`src/rtl/miner_pkg.sv`:
```
// Shared types for the nonce dispatcher: FSM state encoding and core index width helper.
package miner_pkg;

  typedef enum logic [2:0] {
    IDLE,
    DISPATCH,
    WAIT,
    FOUND,
    EXHAUSTED
  } state_t;

  // A single-core build still needs a 1-bit index port.
  function automatic int CORE_IDX_W(input int n);
    return (n > 1) ? $clog2(n) : 1;
  endfunction

endpackage

```
`src/rtl/multi_core_nonce_dispatcher_if.sv`:
```
// Bundle between the register bank / SHA core array and the nonce dispatcher.
interface multi_core_nonce_dispatcher_if
  import miner_pkg::*;
#(
  parameter int NUM_CORES = 4,
  parameter int NONCE_W   = 32,
  parameter int HASH_W    = 256
);
  localparam int IDX_W = CORE_IDX_W(NUM_CORES);

  logic                           start;
  logic                           abort;
  logic [HASH_W-1:0]              target;
  logic [NUM_CORES-1:0]           core_begin;
  logic [NUM_CORES*NONCE_W-1:0]   core_nonce;
  logic [NUM_CORES-1:0]           core_done;
  logic [NUM_CORES*HASH_W-1:0]    core_hash;
  logic                           busy;
  logic                           found;
  logic                           exhausted;
  logic [NONCE_W-1:0]             found_nonce;
  logic [IDX_W-1:0]               found_core;
  logic [NONCE_W-1:0]             batch_count;

  // master: software side plus the core array; slave: the dispatcher itself.
  modport master (
    output start, abort, target, core_done, core_hash,
    input  core_begin, core_nonce, busy, found, exhausted,
           found_nonce, found_core, batch_count
  );

  modport slave (
    input  start, abort, target, core_done, core_hash,
    output core_begin, core_nonce, busy, found, exhausted,
           found_nonce, found_core, batch_count
  );

endinterface

```
`src/rtl/priority_hit_encoder.sv`:
```
// Lowest-index-wins encoder over a hit vector, with an any-hit flag.
module priority_hit_encoder
  import miner_pkg::*;
#(
  parameter int  NUM_CORES = 4,
  localparam int IDX_W     = CORE_IDX_W(NUM_CORES)
) (
  input  logic [NUM_CORES-1:0] hit,
  output logic [IDX_W-1:0]     idx,
  output logic                 any
);

  always_comb begin
    idx = '0;
    any = |hit;
    for (int i = NUM_CORES - 1; i >= 0; i--) begin
      if (hit[i]) idx = IDX_W'(i);
    end
  end

endmodule

```
`src/rtl/multi_core_nonce_dispatcher.sv`:
```
// Fans a nonce search across NUM_CORES SHA cores in lock-step batches and reports
// the first winning nonce (lowest core index within a batch) or nonce-space exhaustion.
module multi_core_nonce_dispatcher
  import miner_pkg::*;
#(
  parameter int          NUM_CORES   = 4,
  parameter int          NONCE_W     = 32,
  parameter int          HASH_W      = 256,
  parameter int unsigned NONCE_START = 0,
  localparam int         IDX_W       = CORE_IDX_W(NUM_CORES)
) (
  input logic                          clk,
  input logic                          rst,
  multi_core_nonce_dispatcher_if.slave bus
);

  state_t                       state;
  logic [NONCE_W-1:0]           base;
  logic                         last_batch;
  logic [NUM_CORES-1:0]         done_mask;
  logic [NUM_CORES-1:0]         hit_mask;
  logic [NUM_CORES*NONCE_W-1:0] core_nonce;
  logic [NONCE_W-1:0]           batch_count;
  logic [NONCE_W-1:0]           found_nonce;
  logic [IDX_W-1:0]             found_core;

  logic [NUM_CORES-1:0]         hit_cmp;
  logic [NUM_CORES-1:0]         fresh;
  logic [NUM_CORES-1:0]         hit_next;
  logic                         all_done;
  logic [IDX_W-1:0]             hit_idx;
  logic                         hit_any;
  logic [NONCE_W:0]             base_sum;

  for (genvar i = 0; i < NUM_CORES; i++) begin : g_cmp
    assign hit_cmp[i] = bus.core_hash[i*HASH_W +: HASH_W] < bus.target;
  end

  // Only the first completion of a core in a batch may update its hit bit.
  assign fresh    = bus.core_done & ~done_mask;
  assign hit_next = (fresh & hit_cmp) | (~fresh & hit_mask);
  assign all_done = &(done_mask | bus.core_done);
  assign base_sum = {1'b0, base} + (NONCE_W+1)'(NUM_CORES);

  priority_hit_encoder #(.NUM_CORES(NUM_CORES)) u_enc (
    .hit (hit_next),
    .idx (hit_idx),
    .any (hit_any)
  );

  always_ff @(posedge clk) begin
    if (rst) begin
      state       <= IDLE;
      base        <= '0;
      last_batch  <= 1'b0;
      done_mask   <= '0;
      hit_mask    <= '0;
      core_nonce  <= '0;
      batch_count <= '0;
      found_nonce <= '0;
      found_core  <= '0;
    end else if (bus.abort) begin
      state <= IDLE;
    end else begin
      case (state)
        IDLE, FOUND, EXHAUSTED: begin
          if (bus.start) begin
            base        <= NONCE_W'(NONCE_START);
            batch_count <= '0;
            found_nonce <= '0;
            found_core  <= '0;
            state       <= DISPATCH;
          end
        end
        DISPATCH: begin
          for (int i = 0; i < NUM_CORES; i++) begin
            core_nonce[i*NONCE_W +: NONCE_W] <= base + NONCE_W'(i);
          end
          base        <= base_sum[NONCE_W-1:0];
          last_batch  <= base_sum[NONCE_W];
          batch_count <= batch_count + 1'b1;
          done_mask   <= '0;
          hit_mask    <= '0;
          state       <= WAIT;
        end
        WAIT: begin
          done_mask <= done_mask | bus.core_done;
          hit_mask  <= hit_next;
          if (all_done) begin
            // A hit in the final batch still reports FOUND rather than EXHAUSTED.
            if (hit_any) begin
              found_core  <= hit_idx;
              found_nonce <= core_nonce[hit_idx*NONCE_W +: NONCE_W];
              state       <= FOUND;
            end else if (last_batch) begin
              state <= EXHAUSTED;
            end else begin
              state <= DISPATCH;
            end
          end
        end
        default: state <= IDLE;
      endcase
    end
  end

  assign bus.core_begin  = {NUM_CORES{(state == DISPATCH) && !bus.abort}};
  assign bus.core_nonce  = core_nonce;
  assign bus.busy        = (state == DISPATCH) || (state == WAIT);
  assign bus.found       = (state == FOUND);
  assign bus.exhausted   = (state == EXHAUSTED);
  assign bus.found_nonce = found_nonce;
  assign bus.found_core  = found_core;
  assign bus.batch_count = batch_count;

endmodule

```
`src/flat_wrapper.sv`:
```
// flat-port wrapper written by rule: the top's interface ports become plain ports
module multi_core_nonce_dispatcher_flat import miner_pkg::*;
#(
  parameter int          NUM_CORES   = 4,
  parameter int          NONCE_W     = 32,
  parameter int          HASH_W      = 256,
  parameter int unsigned NONCE_START = 0,
  localparam int         IDX_W       = CORE_IDX_W(NUM_CORES)
)
  (clk, rst, bus_start, bus_abort, bus_target, bus_core_done, bus_core_hash, bus_core_begin, bus_core_nonce, bus_busy, bus_found, bus_exhausted, bus_found_nonce, bus_found_core, bus_batch_count);
  multi_core_nonce_dispatcher_if #(.NUM_CORES(NUM_CORES), .NONCE_W(NONCE_W), .HASH_W(HASH_W)) bus_i ();
  input logic clk;
  input logic rst;
  input wire logic [$bits(bus_i.start)-1:0] bus_start;
  input wire logic [$bits(bus_i.abort)-1:0] bus_abort;
  input wire logic [$bits(bus_i.target)-1:0] bus_target;
  input wire logic [$bits(bus_i.core_done)-1:0] bus_core_done;
  input wire logic [$bits(bus_i.core_hash)-1:0] bus_core_hash;
  output wire logic [$bits(bus_i.core_begin)-1:0] bus_core_begin;
  output wire logic [$bits(bus_i.core_nonce)-1:0] bus_core_nonce;
  output wire logic [$bits(bus_i.busy)-1:0] bus_busy;
  output wire logic [$bits(bus_i.found)-1:0] bus_found;
  output wire logic [$bits(bus_i.exhausted)-1:0] bus_exhausted;
  output wire logic [$bits(bus_i.found_nonce)-1:0] bus_found_nonce;
  output wire logic [$bits(bus_i.found_core)-1:0] bus_found_core;
  output wire logic [$bits(bus_i.batch_count)-1:0] bus_batch_count;
  assign bus_i.start = bus_start;
  assign bus_i.abort = bus_abort;
  assign bus_i.target = bus_target;
  assign bus_i.core_done = bus_core_done;
  assign bus_i.core_hash = bus_core_hash;
  assign bus_core_begin = bus_i.core_begin;
  assign bus_core_nonce = bus_i.core_nonce;
  assign bus_busy = bus_i.busy;
  assign bus_found = bus_i.found;
  assign bus_exhausted = bus_i.exhausted;
  assign bus_found_nonce = bus_i.found_nonce;
  assign bus_found_core = bus_i.found_core;
  assign bus_batch_count = bus_i.batch_count;
  multi_core_nonce_dispatcher #(.NUM_CORES(NUM_CORES), .NONCE_W(NONCE_W), .HASH_W(HASH_W), .NONCE_START(NONCE_START)) u_core (.clk(clk), .rst(rst), .bus(bus_i));
endmodule
```
`config.mk`:
```
export PLATFORM = sky130hd
export DESIGN_NAME = multi_core_nonce_dispatcher_flat
export DESIGN_NICKNAME = d
export VERILOG_FILES = /design/src/rtl/miner_pkg.sv /design/src/rtl/multi_core_nonce_dispatcher_if.sv /design/src/rtl/priority_hit_encoder.sv /design/src/rtl/multi_core_nonce_dispatcher.sv /design/src/flat_wrapper.sv
export SDC_FILE = /design/constraint.sdc
export NUM_CORES = 2
export LEC_CHECK = 0
export CAP_MARGIN = 10
export CORE_AREA = 3 3 571 573
export CTS_BUF_LIST = sky130_fd_sc_hd__clkbuf_8
export CTS_CLUSTER_SIZE = 16
export DETAILED_ROUTE_END_ITERATION = 16
export DIE_AREA = 0 0 574 576
export DONT_BUFFER_PORTS = 1
export GPL_ROUTABILITY_DRIVEN = 0
export PLACE_DENSITY = 0.32
export SLEW_MARGIN = 0
export SYNTH_ARGS = -nofsm -noshare
export SYNTH_HDL_FRONTEND = slang
export SYNTH_SLANG_ARGS = --single-unit
```
`constraint.sdc`:
```
create_clock -name clk -period 4.2 [get_ports clk]
set_input_delay 1.05 -clock clk [delete_from_list [all_inputs] [get_ports clk]]
set_output_delay 1.05 -clock clk [all_outputs]
set_load 0.005 [all_outputs]
```
======== Word-level counts from Yosys, hierarchy flattened ========
Cells that the tools add are included.
word-level totals
  bits in registers ....................... 238
cells by class
  add/sub/neg operators ................... 5
  shift operators ......................... 1
  order comparisons ....................... 4
  eq/ne operators ......................... 7
  reduce and logical (&&, ||, !) cells .... 16
  mux-type cells .......................... 21
  bitwise logic cells ..................... 8
operator list
  cell                   number
  $lt 256x256->1         4
  $pmux 32 s2            3
  $shiftx 128x8->32      1
  $mux 32                3
  $add 32x1->32 const B  2
  $add 32x2->32 const B  2
  $add 32x3->33 const B  1
  $pmux 4 s2             2
  $mux 2                 7
  $and 4x4->4            3
  $mux 3                 4
  $pmux 3 s3             1
  $not 4->4              2
  $or 4x4->4             2
  $eq 3x2->1 const B     2
  $reduce_and 2->1       3
  $reduce_bool 2->1      3
  $reduce_and 5->1       1
  $ne 2x1->1 const B     2
  $pmux 2 s2             1
  $reduce_and 4->1       1
  $reduce_or 4->1        1
  $eq 3x1->1 const B     1
  $eq 3x3->1 const B     1
  other kinds (9)        9

======== Logic depth before layout (Yosys ltp) ========
  depth after elaboration ................. 13
  gate-level depth with buffers ........... 16
  gate-level depth less buffers ........... 13

======== By module ========
Synthesis repeated with hierarchy kept, for this count alone.
unflattened totals
  cells, all modules ...................... 3823
  area, all modules ....................... 30998.5 µm²
by module, submodules not included
  module                       area an instance (µm²)  instances  sequential area each (µm²)  cells an instance
  multi_core_nonce_dispatcher  30963.4                 1          3843.7                      3816
  priority_hit_encoder         35.0                    1          0.0                         7

======== Least setup slack after synthesis ========
OpenSTA, ideal clock, no wires.
  kind .................................... in2reg
  start point ............................. input port bus_target[38]
  end point ............................... register u_core.found_nonce[15] (netlist: u_core.bus.found_nonce[15])
  arrival ................................. 4.031 ns
  path buffers ............................ 3
  stages on the path ...................... 16
  slack ................................... 0.047 ns
  setup time .............................. 0.122 ns
  path through ............................ inv_1 ha_1 a21oi_1 nand2_1 a221o_1 a211oi_1 o2111ai_1 a41o_1 a221oi_2 a21bo_1 buf_2 a41o_1 and2_1 buf_6 buf_6 a221o_1
on the way
  cells in the longest elaborated chain, start to end .. 11
ends and longest elaborated chain
  what                    RTL line                           text
  start: declaration      flat_wrapper.sv:16                 input wire logic [$bits(bus_i.target)-1:0] bus_target;
  $lt 256x256->1          multi_core_nonce_dispatcher.sv:36  assign hit_cmp[i] = bus.core_hash[i*HASH_W +: HASH_W] < bus.target;
  $and 4x4->4 (*)         multi_core_nonce_dispatcher.sv:41  assign hit_next = (fresh & hit_cmp) | (~fresh & hit_mask);
  $or 4x4->4 (*)          multi_core_nonce_dispatcher.sv:41
  $mux 2 (4 in a row)     priority_hit_encoder.sv:17         if (hit[i]) idx = IDX_W'(i);
  $shiftx 128x8->32       multi_core_nonce_dispatcher.sv:93  found_nonce <= core_nonce[hit_idx*NONCE_W +: NONCE_W];
  $mux 32                 multi_core_nonce_dispatcher.sv:91  if (hit_any) begin
  $mux 32                 multi_core_nonce_dispatcher.sv:89  if (all_done) begin
  $pmux 32 s2             multi_core_nonce_dispatcher.sv:65  case (state)
  end signal: assignment  multi_core_nonce_dispatcher.sv:93
  end: declaration        multi_core_nonce_dispatcher.sv:24  logic [NONCE_W-1:0] found_nonce;
Every way passes the cells marked *; elsewhere a longest branch is shown, timed or not. The select of a mux whose other input is x is not followed.
A chain may end at the register's enable or synchronous reset.

======== Worst setup path in the final report ========
  start point ............................. input port bus_target[65]
  end point ............................... register u_core.found_nonce[26] (netlist: u_core.bus.found_nonce[26])
Same word-level chain as after synthesis.

==> tab_implementation.tex <==
\begin{tabular}{lr}
\hline
Metric & Value \\
\hline
\multicolumn{2}{l}{\textbf{Worst setup path}} \\
Crit path cell chain & clkinvlp\_4 -> buf\_4 -> ha\_1 -> a21oi\_1 -> nor2\_1 -> a2111oi\_0 -> buf\_4 -> o211ai\_1 -> o21ai\_0 -> nand3\_1 -> buf\_4 -> nor2\_4 -> o31ai\_4 -> buf\_12 -> buf\_4 -> a41o\_1 -> and2\_4 -> buf\_12 -> a221o\_1 \\
Slowest stage delay, CP & roughly 0.40 ns \\
Critical Path Slowest Stage Cell & sky130\_fd\_sc\_hd\_\_a2111oi\_0 \\
Startpoint Class & primary input \\
CP delay by family, top & compound AO/OA/AOI/OAI gates \\
Largest fanout on the critical path & 8 \\
Sum of buffers and inverters on the critical path & 7 \\
Setup CP Type & in2reg \\
Kind of capture point of the worst setup path & register \\
Required time at the endpoint of the critical path & 4.62 ns \\
CP Data Arrival Time & 5.09 ns \\
Critical path's most frequent cell & sky130\_fd\_sc\_hd\_\_buf\_4 \\
Worst setup slack for register-to-register paths & 0.29 ns \\
\multicolumn{2}{l}{\textbf{Route}} \\
Via count of the routed design & 34300 \\
1st-pass router iterations & 5 \\
Average detailed-routed wire length per instance & roughly 33 microns \\
Detailed Route Iter0 Violations & 2203 \\
Number of nets with antenna violations after routing & 0 \\
Detail-routed via count per cell & between 3 and 4 \\
DRT Wirelength & 291000 microns \\
DRC violations left & 0 \\
\multicolumn{2}{l}{\textbf{STA}} \\
Maximum clock frequency & 0.214 GHz \\
Max-slew violations & 0 \\
Fin Setup TNS & -13.96 ns \\
Final Hold Slack & a little over 0.5 ns \\
Count of final setup violators & 38 \\
Post-route worst setup slack & -0.472 ns \\
Actual slew at the worst max-slew pin & between 0.9 and 1 ns \\
Final Cycle Share & 111\% \\
Largest clock skew in the final design & between 0.04 and 0.05 ns \\
Number of endpoints with negative hold slack in the final report & 0 \\
RSZ-0062 raised after global routing & yes \\
Time the final worst path needs with I/O delays and setup & 4.67 ns \\
Worst max-slew margin expressed relative to the limit & 35.1\% \\
\multicolumn{2}{l}{\textbf{Clock network}} \\
Sinks on the clock net & 191 \\
Register clock-pin slew on the reported worst setup and hold paths & 0.13 ns \\
Clock buffer count from CTS & 17 \\
Clock Tree Buf Depth & 2 \\
Number of H-tree levels & 4 \\
Insertion delay of the later-clocked pin in the worst-skew pair & 0.56 ns \\
TritonCTS clock tree & done \\
Root Driver & sky130\_fd\_sc\_hd\_\_clkbuf\_8 \\
\multicolumn{2}{l}{\textbf{Power}} \\
P per Cell Area & 158 nW/um\^{}2 \\
Final Total Pwr & 0.00694 W \\
Maximum ir drop on the vdd rail & 0.190 mV \\
Leakage power of the design & slightly below 20 nW \\
\multicolumn{2}{l}{\textbf{Status}} \\
Failing checks & setup timing \\
Status & complete, but fails checks \\
\multicolumn{2}{l}{\textbf{Floorplan}} \\
Floorplan row count & 208 \\
Placeable Area & approximately 320000 sq um \\
Total die area & 331000 sq um \\
Die outline height & 576 microns \\
Count of boundary I/O pins & 1489 \\
Effective utilization at floorplan & approximately a tenth \\
Die width & 574 microns \\
\multicolumn{2}{l}{\textbf{Layout}} \\
Commonest non-fill, non-tap cells in the layout & sky130\_fd\_sc\_hd\_\_ha\_1 (1006), sky130\_fd\_sc\_hd\_\_buf\_4 (675), sky130\_fd\_sc\_hd\_\_a21oi\_1 (446), sky130\_fd\_sc\_hd\_\_nand2\_1 (362), sky130\_fd\_sc\_hd\_\_inv\_1 (257) \\
Most common cell after layout, fill and taps aside & sky130\_fd\_sc\_hd\_\_ha\_1 \\
Count of nets after finishing & between 6000 and 7000 \\
Combined flip-flop and latch cell area & about 3800 sq um \\
Filler cell count in the final layout & 37000 \\
Footprint of the multi-input gates & 26100 sq um \\
Signed area change from the synthesized netlist to the final layout & 43.6\% \\
Share of cells above drive strength 1 & a little over a fifth \\
\multicolumn{2}{l}{\textbf{Synthesis}} \\
Number of distinct library cells after synthesis & 77 \\
Post-Synthesis Cells & 3808 \\
Post-synthesis cell area & 30700 sq um \\
Synthesized area divided by synthesized cell count & 8.05 sq um \\
Total of flip-flops plus latches after synthesis & 191 \\
Yosys synthesis warning count & 0 \\
Asr flop ratio synth & 0\% \\
Top\_reg\_cell synth & sky130\_fd\_sc\_hd\_\_dfxtp\_1 \\
Seq/Total Area, Yosys & 12.5\% \\
Number of flops mapped to enable cells by yosys & 0 \\
\multicolumn{2}{l}{\textbf{Place}} \\
Number of input and output port buffers inserted & 0 \\
Post-detail-place hpwl & 274000 microns \\
\multicolumn{2}{l}{\textbf{GRT}} \\
Total GRT Usage & 16.7\% \\
Pin count of the biggest net entering global routing & between 100 and 150 \\
Remaining Overflow, GRT & 0 \\
Number of antenna violations at the first check in global routing & 237 \\
Wire length of the first global-routing pass & $\sim$360000 microns \\
Number of global-route vias before repair & 33400 \\
\multicolumn{2}{l}{\textbf{Hold path}} \\
Path category of the worst min-delay check & reg2reg \\
\multicolumn{2}{l}{\textbf{Job}} \\
Total of max-cap violations & 0 \\
\hline
\end{tabular}
## synth_stat cells (all sizes together), types with 8 or more instances
library cell | number | area share [%]
nand4 | 186 | 3.8
o221ai | 19 | 0.54
nor4 | 35 | 0.80
ha | 1022 | 42
xor2 | 37 | 1.1
a221oi | 27 | 0.79
a22oi | 10 | 0.24
a221o | 23 | 0.75
xnor2 | 11 | 0.31
clkbuf | 41 | 0.50
a21o | 98 | 2.4
and2 | 25 | 0.52
nor2b | 25 | 0.51
o21ai | 181 | 3.0
and3 | 29 | 0.59
nand3 | 111 | 1.8
o2bb2ai | 12 | 0.34
o211ai | 24 | 0.59
a21oi | 455 | 7.4
and4 | 32 | 0.91
nor3 | 62 | 1.0
a2111oi | 17 | 0.49
a211oi | 59 | 1.4
o31ai | 8 | 0.20
a211o | 9 | 0.26
o31a | 14 | 0.40
buf | 60 | 1.5
nand2 | 364 | 4.5
nand2b | 22 | 0.45
o22ai | 10 | 0.20
dfxtp | 191 | 12
o21a | 16 | 0.39
or3 | 22 | 0.45
inv | 289 | 3.5
nor2 | 198 | 2.4
## sequential cells by signal (all words and copies together), names as in the netlist
register and cells:
u_core.base 30, u_core.hit_mask 4, u_core.state 3, u_core.last_batch 1
u_core.bus.found_core 2, u_core.bus.core_nonce 83, u_core.bus.batch_count 32, u_core.done_mask 4
u_core.bus.found_nonce 32
## tightest hold or removal path: stages, from the launching register on
cell	delay, ns
sky130_fd_sc_hd__dfxtp_1	0.36
sky130_fd_sc_hd__nand2_1	0.06
sky130_fd_sc_hd__a21oi_1	0.05
## power breakdown
part | internal, W | switching, W | leakage [nW]
clock network | 0.000496 | 0.000917 | 0.225
logic | 0.00167 | 0.00204 | 17.4
registers | 0.00182 | 0.00000920 | 1.54
## per-layer routing
layer	up-vias	wire, microns	share of wire [%]	global-route usage (%)
met3	486	35200	12	9.12
met2	1646	138000	47	28.7
met1	16200	108000	37	17.8
met4	190	8310	2.9	4.08
met5	-	1220	0.42	0
li1	15800	-	-	-
## area by class of cell
| class | count | area share, % |
|---|---|---|
| diodes | 65 | 0.370 |
| clock buffers | 17 | 0.532 |
| clock inverters | 15 | 0.506 |
| inverters | 290 | 2.75 |
| multi-input cells | 3229 | 59.3 |
| flip-flops and latches | 191 | 8.69 |
| well taps | 4305 | 12.2 |
| repair buffers | 773 | 15.6 |
## final timing paths
kind	end	start	depth (start not counted)
max	u_core.bus.found_nonce[26]	bus_target[65]	19
min	u_core.bus.core_nonce[16]	u_core.bus.core_nonce[16]	2
max reg2reg	u_core.bus.found_nonce[26]	u_core.done_mask[3]	16
min reg2reg	u_core.bus.core_nonce[16]	u_core.bus.core_nonce[16]	2
## logic make-up after synthesis
group / share of synthesized area (%)
flops: 12.5
buf+inv: 5.51
xor+xnor: 1.37
simple gates: 18.1
fa+ha+maj: 41.7
compound gates: 20.8
other cells: 0.0122
## stage by stage
step / cell area, sq um / worst slack [ns] / utilization, % / instances
after CTS: 43000 / -0.474 / 13.4 / 8800
final: 44000 / -0.472 / 13.7 / 8885
after global placement: 41800 / -2.10 / 13.0 / 8742
after global routing: 43900 / -0.450 / 13.7 / 8854
after floorplan: 30700 / 0.0472 / - / 3811
after detailed placement: 41800 / -2.20 / 13.0 / 8742
## repair_timing
action | CTS | global route
setup endpoints to repair | 41 | 40
resized for setup | 92 | 117
pin swaps | 47 | 46
setup buffers | 25 | 22
cloned | 2 | 1
hold buffers | 0 | 0
Power figures use the tool's default switching activity.
